[config.mk]
export PLATFORM = sky130hd
export DESIGN_NAME = cordic_rotate_flat
export DESIGN_NICKNAME = d
export VERILOG_FILES = /design/src/rtl/cordic_rotate_if.sv /design/src/rtl/cordic_rotate.sv /design/src/flat_wrapper.sv
export SDC_FILE = /design/constraint.sdc
export NUM_CORES = 1
export LEC_CHECK = 0
export CORE_ASPECT_RATIO = 0.5
export CORE_MARGIN = 1.5
export CORE_UTILIZATION = 50
export CTS_CLUSTER_SIZE = 30
export DETAILED_ROUTE_END_ITERATION = 7
export MAX_ROUTING_LAYER = met4
export PLACE_DENSITY_LB_ADDON = 0.1
export SETUP_SLACK_MARGIN = 0.15
export SKIP_LAST_GASP = 1
export SLEW_MARGIN = 15
export SYNTH_ARGS = -nofsm -noshare
export SYNTH_HDL_FRONTEND = slang
export SYNTH_SLANG_ARGS = --single-unit
[constraint.sdc]
create_clock -name clk -period 16.1 [get_ports clk]
set_input_delay 2.415 -clock clk [delete_from_list [all_inputs] [get_ports clk]]
set_output_delay 2.415 -clock clk [all_outputs]
set_load 0.005 [all_outputs]
[src/rtl/cordic_rotate_if.sv]
// rtl/cordic_rotate_if.sv - start/done operand and result bundle for cordic_rotate
interface cordic_rotate_if;
  logic        i_start;
  logic [31:0] ix;
  logic [31:0] iy;
  logic [31:0] iz;
  logic        o_busy;
  logic        o_done;
  logic [31:0] o_x;
  logic [31:0] o_y;
  logic [31:0] o_z;

  modport master (
    output i_start, ix, iy, iz,
    input  o_busy, o_done, o_x, o_y, o_z
  );

  modport slave (
    input  i_start, ix, iy, iz,
    output o_busy, o_done, o_x, o_y, o_z
  );
endinterface

[src/rtl/cordic_rotate.sv]
// rtl/cordic_rotate.sv - iterative circular CORDIC, rotation mode, one micro-rotation per clock
module cordic_rotate #(
  parameter int ITERATION = 16
) (
  input  logic           clk,
  input  logic           rst_n,
  cordic_rotate_if.slave bus
);

  typedef enum logic [1:0] {IDLE, ROT, OUT} state_t;

  state_t             state, state_nxt;
  logic signed [33:0] x_r, y_r;
  logic        [31:0] z_r;
  logic        [4:0]  cnt;
  logic        [31:0] o_x_r, o_y_r, o_z_r;
  logic               start_cap;
  logic               last_step;
  logic               fold;
  logic               d_pos;
  logic signed [33:0] x_sh, y_sh;
  logic signed [33:0] ix_ext, iy_ext;
  logic        [31:0] atan_i;

  function automatic logic [31:0] atan_lut(input logic [4:0] i);
    case (i)
      5'd0:  atan_lut = 32'h20000000;
      5'd1:  atan_lut = 32'h12E4051E;
      5'd2:  atan_lut = 32'h09FB385B;
      5'd3:  atan_lut = 32'h051111D4;
      5'd4:  atan_lut = 32'h028B0D43;
      5'd5:  atan_lut = 32'h0145D7E1;
      5'd6:  atan_lut = 32'h00A2F61E;
      5'd7:  atan_lut = 32'h00517C55;
      5'd8:  atan_lut = 32'h0028BE53;
      5'd9:  atan_lut = 32'h00145F2F;
      5'd10: atan_lut = 32'h000A2F98;
      5'd11: atan_lut = 32'h000517CC;
      5'd12: atan_lut = 32'h00028BE6;
      5'd13: atan_lut = 32'h000145F3;
      5'd14: atan_lut = 32'h0000A2FA;
      5'd15: atan_lut = 32'h0000517D;
      5'd16: atan_lut = 32'h000028BE;
      5'd17: atan_lut = 32'h0000145F;
      5'd18: atan_lut = 32'h00000A30;
      5'd19: atan_lut = 32'h00000518;
      5'd20: atan_lut = 32'h0000028C;
      5'd21: atan_lut = 32'h00000146;
      5'd22: atan_lut = 32'h000000A3;
      5'd23: atan_lut = 32'h00000051;
      5'd24: atan_lut = 32'h00000029;
      5'd25: atan_lut = 32'h00000014;
      5'd26: atan_lut = 32'h0000000A;
      5'd27: atan_lut = 32'h00000005;
      5'd28: atan_lut = 32'h00000003;
      5'd29: atan_lut = 32'h00000001;
      default: atan_lut = 32'h00000000;
    endcase
  endfunction

  // Clamp the 34-bit guard-banded value into the 32-bit signed output range.
  function automatic logic [31:0] sat34(input logic signed [33:0] v);
    if (v[33:31] == 3'b000 || v[33:31] == 3'b111)
      sat34 = v[31:0];
    else if (v[33])
      sat34 = 32'h80000000;
    else
      sat34 = 32'h7FFFFFFF;
  endfunction

  assign start_cap = bus.i_start && (state != ROT);
  assign last_step = (cnt == 5'(ITERATION));
  assign fold      = bus.iz[31] ^ bus.iz[30];
  assign ix_ext    = signed'({{2{bus.ix[31]}}, bus.ix});
  assign iy_ext    = signed'({{2{bus.iy[31]}}, bus.iy});
  assign d_pos     = ~z_r[31];
  assign x_sh      = x_r >>> cnt;
  assign y_sh      = y_r >>> cnt;
  assign atan_i    = atan_lut(cnt);

  always_ff @(posedge clk or negedge rst_n) begin
    if (!rst_n) state <= IDLE;
    else        state <= state_nxt;
  end

  always_comb begin
    state_nxt = state;
    case (state)
      IDLE:    if (bus.i_start) state_nxt = ROT;
      ROT:     if (last_step)   state_nxt = OUT;
      OUT:     state_nxt = bus.i_start ? ROT : IDLE;
      default: state_nxt = IDLE;
    endcase
  end

  always_ff @(posedge clk or negedge rst_n) begin
    if (!rst_n) begin
      x_r   <= '0;
      y_r   <= '0;
      z_r   <= '0;
      cnt   <= '0;
      o_x_r <= '0;
      o_y_r <= '0;
      o_z_r <= '0;
    end else if (start_cap) begin
      // Angles in quadrants 2/3 are folded by 180 deg so the iteration range covers them.
      x_r <= fold ? -ix_ext : ix_ext;
      y_r <= fold ? -iy_ext : iy_ext;
      z_r <= fold ? (bus.iz ^ 32'h80000000) : bus.iz;
      cnt <= '0;
    end else if (state == ROT) begin
      if (last_step) begin
        o_x_r <= sat34(x_r);
        o_y_r <= sat34(y_r);
        o_z_r <= z_r;
      end else begin
        x_r <= d_pos ? (x_r - y_sh) : (x_r + y_sh);
        y_r <= d_pos ? (y_r + x_sh) : (y_r - x_sh);
        z_r <= d_pos ? (z_r - atan_i) : (z_r + atan_i);
        cnt <= cnt + 5'd1;
      end
    end
  end

  assign bus.o_busy = (state == ROT);
  assign bus.o_done = (state == OUT);
  assign bus.o_x    = o_x_r;
  assign bus.o_y    = o_y_r;
  assign bus.o_z    = o_z_r;

endmodule

[src/flat_wrapper.sv]
// flat-port wrapper written by rule: the top's interface ports become plain ports
module cordic_rotate_flat 
#(
  parameter int ITERATION = 16
)
  (clk, rst_n, bus_i_start, bus_ix, bus_iy, bus_iz, bus_o_busy, bus_o_done, bus_o_x, bus_o_y, bus_o_z);
  cordic_rotate_if bus_i ();
  input  logic clk;
  input  logic rst_n;
  input wire logic [$bits(bus_i.i_start)-1:0] bus_i_start;
  input wire logic [$bits(bus_i.ix)-1:0] bus_ix;
  input wire logic [$bits(bus_i.iy)-1:0] bus_iy;
  input wire logic [$bits(bus_i.iz)-1:0] bus_iz;
  output wire logic [$bits(bus_i.o_busy)-1:0] bus_o_busy;
  output wire logic [$bits(bus_i.o_done)-1:0] bus_o_done;
  output wire logic [$bits(bus_i.o_x)-1:0] bus_o_x;
  output wire logic [$bits(bus_i.o_y)-1:0] bus_o_y;
  output wire logic [$bits(bus_i.o_z)-1:0] bus_o_z;
  assign bus_i.i_start = bus_i_start;
  assign bus_i.ix = bus_ix;
  assign bus_i.iy = bus_iy;
  assign bus_i.iz = bus_iz;
  assign bus_o_busy = bus_i.o_busy;
  assign bus_o_done = bus_i.o_done;
  assign bus_o_x = bus_i.o_x;
  assign bus_o_y = bus_i.o_y;
  assign bus_o_z = bus_i.o_z;
  cordic_rotate #(.ITERATION(ITERATION)) u_core (.clk(clk), .rst_n(rst_n), .bus(bus_i));
endmodule
==> results.yml, run 1 <==
floorplan:
  die_h_um: 152
  ios: 197
  rows: 54
  start_util_pct: 50.7
  core-area_sq_um: 43600
  die_area_sq_um: 45600
  die_w_um: 300
place:
  numPortBuffers: 196
  dpl.hpwl_mm: 65.9
  place_area_sq_um: 24400
  place_congestion: 1.12
global_route:
  grt_pass1_wl_mm: 132
  grt_usage_pct: 39.6
  overflow: 0
  first_global_vias: 20900
  grt_max_degree: 89
  antenna_found_initial: 0
sta:
  hold_viol: 0
  rsz0062_at_grt: "no"
  setup_viol: 0
  min_period_ns: 8.65
  fin_skew_ns: 0.0269
  tightest_slew_ns: 1.26
  final.setup.tns_ns: 0
  min_period_over_period_pct: 53.8
  drv_slew: 0
  max_freq_mhz: 116
  slew_headroom_pct: 16.1
clocking:
  post_cts_buffers: 0
  cts.sinks: 203
  hold_buffers: 0
  root_buffer: "clkbuf_16"
  clock_path_buffers: 3
  numCtsBuffers: 22
  ctsHtreeMaxLevel: 1
  cts_tree: "yes"
  post_cts_resized: 0
  path_clk_slew_ns: 0.06
  clock_latency_ns: 0.55
final_layout:
  drive_above_1_share_pct: 8.63
  n_antenna_cell: 0
  fin_area_sq_um: 25100
  layout_common_cells: "nand2_1 (353), nor2_1 (243), o21ai_0 (215)"
  final_util_pct: 57.7
  mostFrequentLayoutCell: "nand2_1"
  final_nets: 3010
  area_delta_synth_final_pct: 13.6
yosys:
  synthDistinctLibCells: 90
  syn-num-nets: 2928
  synth_area_sq_um: 22100
  ys_ff_latch: 203
  netlist_instances: 2718
  synth-seq-area-share_pct: 23.0
  async_flop_share_pct: 100
  synth_warnings: 0
  synth_flop_cell: "dfrtp_1"
  syn_avg_cell_area_sq_um: 8.14
  synth_edf_count: 0
worst_setup_path:
  crit_family: "compound AO/OA/AOI/OAI gates"
  cp_slowest_cell: "dfrtp_4"
  critPathMaxStageDelay_ns: 1.14
  critPathCaptureType: "flop"
  path_class: "flop to flop"
  cp.arrival_ns: 9.05
  cp_cell_sequence: "buf_4 > mux4_2 > mux2i_1 > o22ai_1 > a211oi_1 > nand4b_1 > nor4b_2 > a21oi_1 > xor2_1 > ha_1 > a21o_1 > a21o_1 > a2111oi_0 > o211a_1 > o311ai_0 > a31o_2 > a31oi_1 > xor2_1 > o221ai_1"
  worst_ep_required_time_ns: 16.50
  worst_setup_path_start_kind: "flop"
  path_max_fanout: 78
  cp_num_buf_inv: 1
job:
  cap_violations: 0
routing:
  ant_nets: 0
  avgViaCountPerCell: 6.72
  post-route-drc-count: 0
  wl_per_cell_um: 26.2
  drt_pass1_iterations: 6
  finalWirelength_mm: 89.3
  initialDrtViolationCount: 2581
  num_vias: 22900
outcome:
  status: "finished clean"
worst_hold_path:
  min_path_type: "flop to flop"
[final cells by class]
| cell class | count | area (sq um) |
|---|---|---|
| fill | 4038 | 18500 |
| multi-input combinational | 2273 | 16000 |
| sequential | 203 | 5090 |
| timing repair buffer | 243 | 2320 |
| tap | 588 | 736 |
| clock buffer | 28 | 624 |
| inverter | 57 | 214 |
| clock inverter | 11 | 118 |
[tightest hold or removal path: stages (launching register included)]
cell and delay [ns]:
dfrtp_1 0.34, nand2_1 0.05, nand2_1 0.05
[registers in the layout, indices dropped and copies added (netlist names)]
register,cells
u_core.x_r,34
u_core.cnt,5
u_core.bus.o_y,32
u_core.y_r,34
u_core.state,2
u_core.bus.o_x,32
u_core.z_r,32
u_core.bus.o_z,32
[per-layer routing]
metal	vias to the layer above	GRT usage, %	wire, um
li1	10200	-	-
met1	11100	54.2	38900
met2	1324	56.1	36500
met3	219	9.30	9830
met4	0	15.7	4090
met5	-	-	0
[path summary, 6_finish.rpt]
check | endpoint | startpoint | slack [ns] | cells after the start
setup / recovery | u_core.y_r[30] | u_core.cnt[1] | 7.45 | 19
hold / removal | u_core.bus.o_z[14] | u_core.bus.o_z[14] | 0.47 | 2
setup reg to reg | u_core.y_r[30] | u_core.cnt[1] | 7.45 | 19
hold reg to reg | u_core.bus.o_z[14] | u_core.bus.o_z[14] | 0.47 | 2
max in group asynchronous | u_core.x_r[21] | rst_n | 12.18 | 3
min in group asynchronous | u_core.bus.o_z[11] | rst_n | 1.84 | 1
[cells in the mapped netlist (11+ instances only)]
cell type | instances | area share [%]
or3_1 | 11 | 0.31
o22ai_1 | 27 | 0.76
a21o_1 | 58 | 2.0
mux2i_1 | 78 | 3.5
buf_2 | 23 | 0.52
a31oi_1 | 58 | 1.6
buf_6 | 13 | 0.66
inv_1 | 54 | 0.92
o31ai_1 | 21 | 0.71
dfrtp_1 | 203 | 23
nand3_1 | 33 | 0.75
nor3_1 | 42 | 0.95
nor2b_1 | 32 | 0.91
nand2_1 | 354 | 6.0
xnor2_1 | 98 | 3.9
nand2b_1 | 30 | 0.85
and2_1 | 28 | 0.79
nor4_1 | 16 | 0.45
o211ai_1 | 21 | 0.71
o21ai_0 | 216 | 4.9
a211oi_1 | 52 | 1.8
or2_2 | 11 | 0.31
a221oi_1 | 19 | 0.75
nor2_1 | 248 | 4.2
buf_1 | 29 | 0.49
o21a_1 | 20 | 0.68
and3_1 | 22 | 0.62
clkbuf_1 | 109 | 1.8
a21oi_1 | 192 | 4.3
o221ai_1 | 11 | 0.44
ha_1 | 108 | 6.1
a22oi_1 | 49 | 1.7
mux4_2 | 78 | 7.9
xor2_1 | 123 | 4.9
o21bai_1 | 12 | 0.41
mux2_2 | 29 | 1.5
[logic make-up (layout without fill, tap and decap cells)]
family,after synthesis,in the layout,synth area share (%)
compound gates,874,874,25.6
buf+inv,242,339,4.93
xor+xnor,222,222,8.85
flops,203,203,23.0
mux,192,192,13.4
simple gates,874,874,17.9
fa+ha+maj,111,111,6.38
[per-stage QoR]
step,hold slack (ns),std cells,setup WS (ns)
final,0.471,3403,7.45
after global routing,0.493,3403,7.19
after CTS,0.477,3403,7.85
after detailed placement,0.462,3364,7.85
after global placement,0.457,3364,7.81
after floorplan,0.448,2718,10.05
Power of run 1 is not shown: default switching activity piles up to over one toggle a cycle in this logic, so the estimate is an artifact.
==> run 2, diff against run 1 <==
==> constraint.sdc (replaced) <==
create_clock -name clk -period 8.8 [get_ports clk]
set_input_delay 1.32 -clock clk [delete_from_list [all_inputs] [get_ports clk]]
set_output_delay 1.32 -clock clk [all_outputs]
set_load 0.005 [all_outputs]
==> run 2 against run 1 <==
Final area is 0.70% higher. Worst hold slack better by 0.0017 ns. Clock skew shrank 0.012 ns. Wire length is 0.39% higher. Critical path depth rose by 1. First-iteration DRC count is 3.2% higher. Global-route usage increased by 0.37 points. Critical endpoint is now u_core.y_r[29]. Highest routed layer unchanged.
==> results.yml, run 2 (same netlist as run 1, synthesis figures left out) <==
routing:
  num_vias: 22700
  finalWirelength_mm: 89.6
  post-route-drc-count: 0
  drt_pass1_iterations: 5
  wl_per_cell_um: 26.2
  ant_nets: 0
  initialDrtViolationCount: 2664
  avgViaCountPerCell: 6.64
final_layout:
  drive_above_1_share_pct: 9.24
  mostFrequentLayoutCell: "nand2_1"
  final_nets: 3031
  layout_common_cells: "nand2_1 (353), nor2_1 (242), o21ai_0 (215)"
  reg.largest.list: "u_core.x_r x34, u_core.y_r x34"
  area_delta_synth_final_pct: 14.4
  fin_area_sq_um: 25300
place:
  place_congestion: 1.07
  place_area_sq_um: 24600
  numPortBuffers: 196
  dpl.hpwl_mm: 67.4
floorplan:
  ios: 197
  die_area_sq_um: 45600
  start_util_pct: 50.7
  core-area_sq_um: 43600
  rows: 54
  die_w_um: 300
  die_h_um: 152
global_route:
  grt_pass1_wl_mm: 134
  grt_use_met3_pct: 9.24
  grt_usage_pct: 39.9
  grt.met1_usage_pct: 55.2
  grt.busiest_layer: "met2"
  antenna_found_initial: 1
  overflow: 0
  grt_max_degree: 107
  met2_usage_pct: 56.8
  first_global_vias: 21000
worst_hold_path:
  hold_path_depth: 2
  min_path_type: "flop to flop"
  min_from: "u_core.bus.o_z[13]"
  worstHoldEndpoint: "u_core.bus.o_z[13]"
clocking:
  path_clk_slew_ns: 0.07
  cts_tree: "yes"
  root_buffer: "clkbuf_16"
  post_cts_buffers: 0
  post_cts_resized: 0
  cts.sinks: 203
  clock_path_buffers: 3
  hold_buffers: 0
  numCtsBuffers: 21
  clock_latency_ns: 0.55
  ctsHtreeMaxLevel: 1
sta:
  slew_headroom_pct: 24.6
  rsz0062_at_grt: "no"
  final.setup.tns_ns: 0
  hold_viol: 0
  min_period_ns: 7.43
  setup_viol: 0
  fin_skew_ns: 0.0145
  min_period_over_period_pct: 84.4
  tightest_slew_ns: 1.13
  drv_slew: 0
  max_freq_mhz: 135
worst_setup_path:
  r2r_cells: 20
  worst_setup_path_start_kind: "flop"
  worst_ep_required_time_ns: 9.26
  reg2reg_to: "u_core.y_r[29]"
  path_class: "flop to flop"
  cp.arrival_ns: 7.89
  regToRegSetupSlack_ns: 1.37
  path_max_fanout: 42
  critPathCaptureType: "flop"
  rr_startpoint: "u_core.cnt[2]"
job:
  cap_violations: 0
outcome:
  status: "finished clean"
==> run 2: cell type report <==
cell class / count / area [sq um]
multi-input cells: 2273 / 16000
clock buffers: 29 / 586
diodes: 2 / 5.00
well taps: 588 / 736
repair buffers: 265 / 2510
flip-flops and latches: 203 / 5090
inverters: 57 / 214
fillers: 3971 / 18300
clock inverters: 8 / 129
==> run 2: worst max-delay path: stages (launching register included) <==
cell      delay, ns
dfrtp_4        0.78
buf_4          0.51
mux2i_1        0.49
mux4_2         0.37
o22ai_1        0.08
a221oi_1       0.50
nand4b_1       0.41
nor4_1         0.54
a21oi_1        0.15
xnor2_1        0.17
ha_1           0.37
a21oi_1        0.15
o21ai_0        0.16
a21o_1         0.22
a211oi_1       0.78
a211oi_1       0.33
o21ai_0        0.45
a211oi_1       0.13
o21ai_0        0.20
mux2_2         0.35
a21oi_1        0.16
==> run 2: how the worst max path moves through the flow <==
stage	from	to	slack [ns]	cells after the start
after detailed placement	u_core.cnt[2]	u_core.y_r[30]	1.67	19
after floorplan	u_core.cnt[0]	u_core.z_r[31]	2.75	24
after CTS	u_core.cnt[1]	u_core.z_r[31]	1.66	19
after global placement	u_core.cnt[1]	u_core.y_r[29]	1.76	20
final	u_core.cnt[2]	u_core.y_r[29]	1.37	20
after global routing	u_core.cnt[2]	u_core.y_r[30]	1.03	19
==> run 2: per-layer routing <==
| layer | wire length [um] | vias up | part of all wire, % |
|---|---|---|---|
| met1 | 39500 | 11100 | 44 |
| met2 | 36900 | 1208 | 41 |
| met5 | 0 | - | 0 |
| met4 | 3720 | 0 | 4.1 |
| met3 | 9550 | 208 | 11 |
| li1 | - | 10300 | - |
==> run 2: through the flow <==
stage	hold WS, ns	setup WS, ns	utilization [%]	instances
CTS	0.477	1.66	58.0	3423
detailed placement	0.461	1.67	56.4	3386
floorplan	0.448	2.75	-	2718
finish	0.473	1.37	58.1	3425
global placement	0.456	1.76	56.4	3386
global route	0.492	1.03	58.1	3424
Power of run 2 is left out for the same reason.
